File: config.mk
export PLATFORM = sky130hd
export DESIGN_NAME = flex_down_counter
export DESIGN_NICKNAME = d
export VERILOG_FILES = /design/src/rtl/flex_down_counter.sv
export SDC_FILE = /design/constraint.sdc
export NUM_CORES = 1
export LEC_CHECK = 0
export BUFFER_PORTS_ARGS = -buffer_cell sky130_fd_sc_hd__buf_4
export CORE_MARGIN = 10
export CORE_UTILIZATION = 28
export CTS_BUF_LIST = sky130_fd_sc_hd__clkbuf_16
export DETAILED_ROUTE_END_ITERATION = 10
export PLACE_DENSITY_LB_ADDON = 0.12
export SLEW_MARGIN = 40
export SYNTH_ARGS = -nofsm -noshare
export SYNTH_HDL_FRONTEND = slang
export SYNTH_SLANG_ARGS = --single-unit
File: constraint.sdc
create_clock -name clk -period 1.5 [get_ports clk]
set_input_delay 0.375 -clock clk [delete_from_list [all_inputs] [get_ports clk]]
set_output_delay 0.375 -clock clk [all_outputs]
set_load 0.02 [all_outputs]
File: src/rtl/flex_down_counter.sv
// Loadable down-counter / interval timer with one-shot and auto-reload modes.
// Loads a start value, decrements on enabled cycles and flags the terminal count.
//
// state | meaning
// IDLE  | not counting; enables ignored, outputs hold
// RUN   | counting down on enabled cycles (busy=1)
// DONE  | one-shot expired; count_out=0, zero_flag=1 held until clear/load
module flex_down_counter #(
  parameter int NUM_CNT_BITS = 4
) (
  input  logic                    clk,
  input  logic                    n_rst,
  input  logic                    clear,
  input  logic                    load,
  input  logic [NUM_CNT_BITS-1:0] load_val,
  input  logic                    count_enable,
  input  logic                    auto_reload,
  output logic [NUM_CNT_BITS-1:0] count_out,
  output logic                    zero_flag,
  output logic                    busy
);

  typedef enum logic [1:0] {
    IDLE = 2'd0,
    RUN  = 2'd1,
    DONE = 2'd2
  } state_t;

  localparam logic [NUM_CNT_BITS-1:0] ONE  = NUM_CNT_BITS'(1);
  localparam logic [NUM_CNT_BITS-1:0] ZERO = '0;

  state_t                  state, state_nxt;
  logic [NUM_CNT_BITS-1:0] reload_reg, reload_nxt;
  logic [NUM_CNT_BITS-1:0] count_nxt;
  logic                    zero_nxt;

  always_ff @(posedge clk or negedge n_rst) begin
    if (!n_rst) begin
      state      <= IDLE;
      count_out  <= ZERO;
      reload_reg <= ZERO;
      zero_flag  <= 1'b0;
    end else begin
      state      <= state_nxt;
      count_out  <= count_nxt;
      reload_reg <= reload_nxt;
      zero_flag  <= zero_nxt;
    end
  end

  always_comb begin
    state_nxt  = state;
    count_nxt  = count_out;
    reload_nxt = reload_reg;
    zero_nxt   = zero_flag;
    if (clear) begin
      state_nxt = IDLE;
      count_nxt = ZERO;
      zero_nxt  = 1'b0;
    end else if (load) begin
      reload_nxt = load_val;
      count_nxt  = load_val;
      zero_nxt   = 1'b0;
      state_nxt  = (load_val != ZERO) ? RUN : IDLE;
    end else begin
      case (state)
        RUN: begin
          // zero_flag is rewritten every RUN cycle so a reload tick lasts one edge
          zero_nxt = 1'b0;
          if (count_enable) begin
            if (count_out > ONE) begin
              count_nxt = count_out - ONE;
            end else if (auto_reload) begin
              count_nxt = reload_reg;
              zero_nxt  = 1'b1;
            end else begin
              count_nxt = ZERO;
              zero_nxt  = 1'b1;
              state_nxt = DONE;
            end
          end
        end
        IDLE, DONE: begin
          state_nxt = state;
        end
        default: begin
          state_nxt = IDLE;
          count_nxt = ZERO;
          zero_nxt  = 1'b0;
        end
      endcase
    end
  end

  always_comb begin
    busy = (state == RUN);
  end

endmodule

**Word-level counts from Yosys, hierarchy flattened**

Index checks and enable logic that the tools add are counted.

- Register bits: 11
- Bits of input ports: 10
- Output and inout port bits: 6
- Word-level logic and storage cells: 37

- $add $sub $neg: 1
- $lt $le $gt $ge: 1
- Eq/ne operators: 6
- Multiplexer cells: 18
- Bitwise operators: 1
- Reductions and logical operators: 6

Operators with widths:

| kind | number |
|---|---|
| 2-to-1 mux 4 bit | 5 |
| inequality test 4 bit (second input constant) | 3 |
| 2-to-1 mux 2 bit | 5 |
| one-hot mux 4 bit (2 select lines) | 1 |
| 2-to-1 mux 1 bit | 5 |
| greater-than comparator 4 x 1 -> 1 bit (second input constant) | 1 |
| one-hot mux 2 bit (2 select lines) | 1 |
| AND reduction 2 bit | 2 |
| AND reduction 4 bit | 1 |
| nonzero test 4 bit | 1 |
| subtractor 4 x 1 -> 4 bit (second input constant) | 1 |
| inequality test 3 bit (second input constant) | 1 |
| equality test 2 x 1 -> 1 bit (second input constant) | 1 |
| equality test 2 bit (second input constant) | 1 |
| logical NOT 2 bit | 1 |
| one-hot mux 1 bit (2 select lines) | 1 |
| OR reduction 2 bit | 1 |
| inverter 1 bit | 1 |

**Depth between registers and ports, before layout**

Gate-level depths: netlist of the first run.

- Depth in word-level cells: 6
- Depth in mapped cells: 6
- Gate-level depth less buffers: 6

**Worst setup path after synthesis of the first run**

No wires, ideal clock.

- Kind: flip-flop to flip-flop
- Start: register count_out[0]
- End: register count_out[1]
- Library setup time: 0.133 ns
- Data arrival time: 1.507 ns
- Path slack: -0.140 ns
- Cell stages (with the launch flop): 7
- Clock period less this slack: 1.640 ns
- Cells stage by stage: dfrtp_1 > inv_1 > ha_1 > or2_2 > and4_1 > o21ai_0 > a221oi_1

- Word-level cells in the longest chain between the ends: 6

Ends and longest elaborated chain:

| item | RTL line | source |
|---|---|---|
| start: declaration | 18 | `output logic [NUM_CNT_BITS-1:0] count_out,` |
| start signal: assignment | 45 | `count_out <= count_nxt;` |
| subtractor 4 x 1 -> 4 bit / greater-than comparator 4 x 1 -> 1 bit (equally long branches) | 72, 71 |  |
| 2-to-1 mux 4 bit * | 71 | `if (count_out > ONE) begin` |
| 2-to-1 mux 4 bit * | 70 | `if (count_enable) begin` |
| one-hot mux 4 bit (2 select lines) * | 66 | `case (state)` |
| 2-to-1 mux 4 bit * | 60 | `end else if (load) begin` |
| 2-to-1 mux 4 bit * | 56 | `if (clear) begin` |

Mark *: on every way between the ends. The rest lies on a longest branch, timed or not. The select of a mux whose other input is x is not followed.
A chain may end at the register's enable or synchronous reset.

**Worst setup path in the final report of the first run**

Same ends and word-level chain as after synthesis.

==> impl_metrics.toml, run 1 <==
[outcome]
status = "complete, no violations"

[worst_setup_path]
path_cells = "inv_2, ha_4, or2_4, and4_1, o21ai_1, a221oi_2"
path_buf_inv = 1
worst_path_max_delay_cell = "dfrtp_2"
crit_required_ns = 1.61
arrival_ns = 1.55
crit_path_max_incr_delay_ns = 0.40
cp_top_family = "simple AND/OR/NAND/NOR gates"
crit_path_end_kind = "register"
worstSetupPathType = "reg2reg"
worst_setup_path_start_kind = "register"
ff2ff_setup_slack_ns = 0.06
path_max_fanout = 4

[sta]
rsz0062_at_grt = "true"
slew-limit-headroom = 0.738
post-route-min-period_ns = 1.44
finalSetupViolCount = 0
fmax_mhz = 697
period_share = 0.957
hold_violations = 0
finClkSkew_ns = 0.000662
tightest_slew_ns = 0.391
finalMaxSlewViolations = 0
whs_ns = 0.353

[global_routing]
grt_max_degree = 15
grt_pass1_vias = 699
track_usage = 0.0789
grt_pass1_wl_um = 3200
antenna_found_initial = 0
overflow = 0

[synth]
synth.distinct_cells = 28
synth_compound_area_frac = 0.231
synth_area_per_cell_um2 = 8.84
syn_inst = 79
async_reset_ff_frac = 1.00
synth_simple_gate_area_share = 0.281
synth_fa_ha_area_frac = 0.0358
synth.net_count = 91
synth_xor_area_frac = 0
yosysWarnings = 0
ys_ff_latch = 11
ys_seq_area_frac = 0.394
synthMuxAreaShare = 0
synth_area_um2 = 698
synth_area_leader_cell = "dfrtp_1"
synth_top_family_by_area = "simple AND/OR/NAND/NOR gates"
synth_edf_count = 0
synthFlopType = "dfrtp_1"
synth_top_area_share = 0.394
synthTopCellsByArea = "dfrtp_1 39%, nand2_1 6.5%, nor2b_1 6.3%, o21ai_0 4.3%, ha_1 3.6%"

[detailed_routing]
num_vias = 661
ant_nets = 0
drt-initial-drc-count = 15
first_pass_iters = 4
wire_per_inst_um = 13.9
vias_per_cell = 4.93
wirelength_um = 1860
drc = 0

[power_and_ir_drop]
p_leak_nw = 0.452
power_density_nw_per_um2 = 1050
ir_worst_vdd_v = 0.000712
finalPower_mw = 1.09

[clock_network]
cts.sinks = 11
root_buffer = "clkbuf_16"
clock_tree.buffer_depth = 2
cts_tree = "yes"
clk_pin_slew_ns = 0.04
cts_buffers = 3
insertion_delay_ns = 0.24
ctsHtreeMaxLevel = 1

[floorplan]
die_x_um = 69.9
core_area_um2 = 2430
start_util = 0.287
die_h_um = 69.9
num_io_pins = 16
dieArea_um2 = 4890
num_rows = 18

[final_layout]
n_antenna_cell = 0
drive_gt1_frac = 0.375
area_growth_pct = 48.6
final_cells = 134
fin_area_um2 = 1040
fin_nets = 117

[worst_hold_path]
min_path_type = "in2reg"

[placed_design]
port_buffers = 15
dp_hpwl_um = 1510
placed_area_um2 = 928
gp_congestion = 0.783
numPlacedInstances = 129

[run]
cap_viol_max_count = 0
## area by class of cell
cell class                 count  area, µm²
sequential                    11        278
fill                         261       1400
inverter                       5       18.8
multi-input combinational     60        442
clock inverter                 1       3.75
clock buffer                   3       75.1
timing repair buffer          24        183
tap                           30       37.5
## stage by stage
stage | setup TNS, ns | utilization | setup slack, ns
final | 0 | 0.426 | 0.0644
after global routing | -0.134 | 0.426 | -0.0419
after CTS | 0 | 0.421 | 0.000828
after detailed placement | -0.0468 | 0.382 | -0.0468
after global placement | -0.0555 | 0.382 | -0.0555
after floorplan | -0.0154 | - | -0.0154
## worst register-to-register path: cells and delay by family, from the launching register on
family	cells	cell delay, ns
AO/OA/AOI/OAI	2	0.23
AND/OR/NAND/NOR	2	0.45
adder cells (fa/ha/maj)	1	0.17
buffers and inverters	1	0.07
flip-flops	1	0.40
## worst paths after layout
check,startpoint,endpoint,cells past startpoint
min in group asynchronous,n_rst,zero_flag,2
max reg2reg,count_out[0],count_out[1],6
max,count_out[0],count_out[1],6
min reg2reg,reload_reg[3],reload_reg[3],2
max in group asynchronous,n_rst,count_out[1],2
min,load_val[0],reload_reg[0],3
## layer usage
layer,share of wire,vias up,global-route usage
met2,0.46,13,0.121
met1,0.49,306,0.0969
met5,0,-,0
met3,0.040,2,0.0311
li1,-,340,-
met4,0.0086,0,0.0285
## cell usage after synthesis, drive strengths merged, types with 2 or more instances
library cell  instances
nand2                12
dfrtp                11
nor2b                 7
o21ai                 6
inv                   5
nor2                  5
nor3                  5
a21oi                 3
buf                   3
a31oi                 2
ha                    2
nand2b                2
o22a                  2
o41ai                 2
## kinds of logic after synthesis
family / after synthesis
adder cells (fa/ha/maj): 2
AO/OA/AOI/OAI: 22
AND/OR/NAND/NOR: 36
flip-flops: 11
buffers and inverters: 8
## timing repair
| item | 4_1_cts | 5_1_grt |
|---|---|---|
| hold buffers | 1 | 0 |
| pin swaps | 1 | 1 |
| resized for setup | 1 | 4 |
| setup endpoints to repair | 3 | 7 |
| endpoints found under the hold margin | 11 | 0 |
| setup buffers | 0 | 0 |
## power breakdown
group / internal (mW) / total (mW) / leakage, nW / switching (mW)
Clock: 0.349 / 0.476 / 0.0423 / 0.126
Sequential: 0.325 / 0.355 / 0.139 / 0.0293
Combinational: 0.127 / 0.260 / 0.271 / 0.133
## cells in the final DEF, fill, tap and decap left out, drive strengths merged, types with 3 or more instances in the layout
cell	netlist	layout
nor3	5	5
nor2	5	5
nand2	12	12
inv	5	6
o21ai	6	6
buf	3	23
nor2b	7	7
a21oi	3	3
clkbuf	0	3
dfrtp	11	11
Note: power is estimated with default switching activity, not from simulation.
==> run 2: changes to the inputs <==
--- a/config.mk
+++ b/config.mk
@@ -8,7 +8,6 @@
 export BUFFER_PORTS_ARGS = -buffer_cell sky130_fd_sc_hd__buf_4
 export CORE_MARGIN = 10
 export CORE_UTILIZATION = 28
-export CTS_BUF_LIST = sky130_fd_sc_hd__clkbuf_16
 export DETAILED_ROUTE_END_ITERATION = 10
 export PLACE_DENSITY_LB_ADDON = 0.12
 export SLEW_MARGIN = 40
==> run 2 against run 1 <==
  * Maximum frequency down 1.8%
  * Die area did not move
  * Sequential power hardly changed
  * Design area is 3.4% lower
  * Largest cell class unchanged
  * Highest routed layer unchanged
==> impl_metrics.toml, run 2 (same netlist as run 1, synthesis figures left out) <==
[floorplan]
num_rows = 18
core_area_um2 = 2430
die_x_um = 69.9
dieArea_um2 = 4890
start_util = 0.287
num_io_pins = 16
die_h_um = 69.9

[clock_network]
ctsHtreeMaxLevel = 1
root_buffer = "clkbuf_4"
insertion_delay_ns = 0.27
cts_tree = "yes"
cts_buffers = 3
cts.sinks = 11
clock_tree.buffer_depth = 2
clk_pin_slew_ns = 0.07

[power_and_ir_drop]
p_int_mw = 0.559
seq_power_share = 0.430
p_sw_mw = 0.266
p_comb_frac = 0.325
power_density_nw_per_um2 = 823
finalPower_mw = 0.825
p_clk_frac = 0.245
p_leak_nw = 0.431
ir_worst_vdd_v = 0.000574
swShare = 0.323

[worst_setup_path]
path_buf_inv = 2
worstSetupPathType = "reg2out"
ff2ff_setup_slack_ns = 0.06
arrival_ns = 1.09
crit_required_ns = 1.12
r2r-start = "count_out[0]"
critPathLaunch = "count_out[3]"
path_cells = "buf_4, buf_4"
crit_path_end_kind = "primary output"
cp_top_family = "flip-flops"
path_common_cell = "buf_4"
path_max_fanout = 6
worst_setup_path_start_kind = "register"
r2r-end = "count_out[1]"
worst-r2r-cell-count = 6
worst_path_max_delay_cell = "dfrtp_1"
crit_path_max_incr_delay_ns = 0.48

[run]
cap_viol_max_count = 0

[worst_hold_path]
min_path_cells = 3
min_to = "reload_reg[0]"
hold_path.startpoint = "load_val[0]"
min_path_type = "in2reg"

[global_routing]
grt_pass1_vias = 697
overflow = 0
use_met2 = 0.121
busiest_layer = "met2"
grt_pass1_wl_um = 3200
met3_usage = 0.0268
track_usage = 0.0789
grt_max_degree = 15
antenna_found_initial = 0
grtUsageMet1 = 0.0969

[final_layout]
fin_nets = 118
post-route-util = 0.412
final_common_cell = "buf_4"
num-fill-cells = 266
area_growth_pct = 43.5
most-common-layout-cells = "24 x buf_4, 12 x nand2_1, 9 x dfrtp_1"
final_cells = 135
n_antenna_cell = 0
drive_gt1_frac = 0.400

[sta]
whs_ns = 0.323
finClkSkew_ns = 0.00496
hold_violations = 0
tightest_slew_ns = 0.392
fmax_mhz = 684
finalMaxSlewViolations = 0
post-route-min-period_ns = 1.46
rsz0062_at_grt = "true"
period_share = 0.975
finalSetupViolCount = 0
slew-limit-headroom = 0.738

[detailed_routing]
ant_nets = 0
wire_per_inst_um = 13.9
wirelength_um = 1880
vias_per_cell = 4.99
first_pass_iters = 4
num_vias = 674
drt-initial-drc-count = 13
drc = 0

[placed_design]
dp_hpwl_um = 1510
port_buffers = 15
numPlacedInstances = 129
gp_congestion = 0.783

[outcome]
status = "complete, no violations"
-- run 2: power by group through the flow --
stage,logic [mW],registers [mW],clock network [mW]
4_1_cts,0.249,0.353,0.209
3_5_place_dp,0.243,0.359,0
6_report,0.268,0.355,0.202
2_1_floorplan,0.130,0.364,0
3_3_place_gp,0.247,0.360,0
5_1_grt,0.294,0.360,0.229
-- run 2: worst max-delay path by stage --
| stage | cells past startpoint | slack, ns | to |
|---|---|---|---|
| finish | 2 | 0.04 | count_out[3] |
| global route | 6 | -0.05 | state[1] |
| CTS | 6 | -0.005 | count_out[1] |
| detailed placement | 6 | -0.05 | count_out[1] |
| global placement | 6 | -0.06 | count_out[1] |
| floorplan | 6 | -0.02 | count_out[1] |
-- run 2: worst register-to-register path, delay by kind of cell, from the launching register on --
kind	cells	cell delay [ns]
AOI/OAI and AO/OA	2	0.23
buffers and inverters	1	0.07
DFF	1	0.41
adders and majority gates	1	0.17
and+or+nand+nor	2	0.45
-- run 2: through the flow --
stage / worst slack, ns / setup TNS (ns) / cell area, µm²
CTS: -0.00523 / -0.00523 / 971
finish: 0.0382 / 0 / 1000
detailed placement: -0.0468 / -0.0468 / 928
floorplan: -0.0154 / -0.0154 / 739
global route: -0.0479 / -0.179 / 1000
global placement: -0.0555 / -0.0555 / 928
-- run 2: area by class of cell --
cell class,instances,area (µm²),share of cell area
Multi-Input combinational cell,60,452,0.451
Sequential cell,11,278,0.277
Timing Repair Buffer,25,190,0.190
Tap cell,30,37.5,0.0375
Clock buffer,4,26.3,0.0262
Inverter,5,18.8,0.0187
-- run 2: repair_timing --
action / CTS / global route
pin swaps: 1 / 2
endpoints found under the hold margin: 11 / 0
gates resized for setup: 1 / 7
hold buffers: 1 / 0
setup buffers: 0 / 1
setup endpoints to repair: 3 / 7
cloned: 0 / 0
-- run 2: routing by layer --
| layer | part of all wire | up-vias | wire [µm] |
|---|---|---|---|
| met1 | 0.50 | 313 | 934 |
| met2 | 0.46 | 17 | 865 |
| met3 | 0.037 | 2 | 69 |
| met5 | 0 | - | 0 |
| met4 | 0.0064 | 0 | 12 |
| li1 | - | 342 | - |
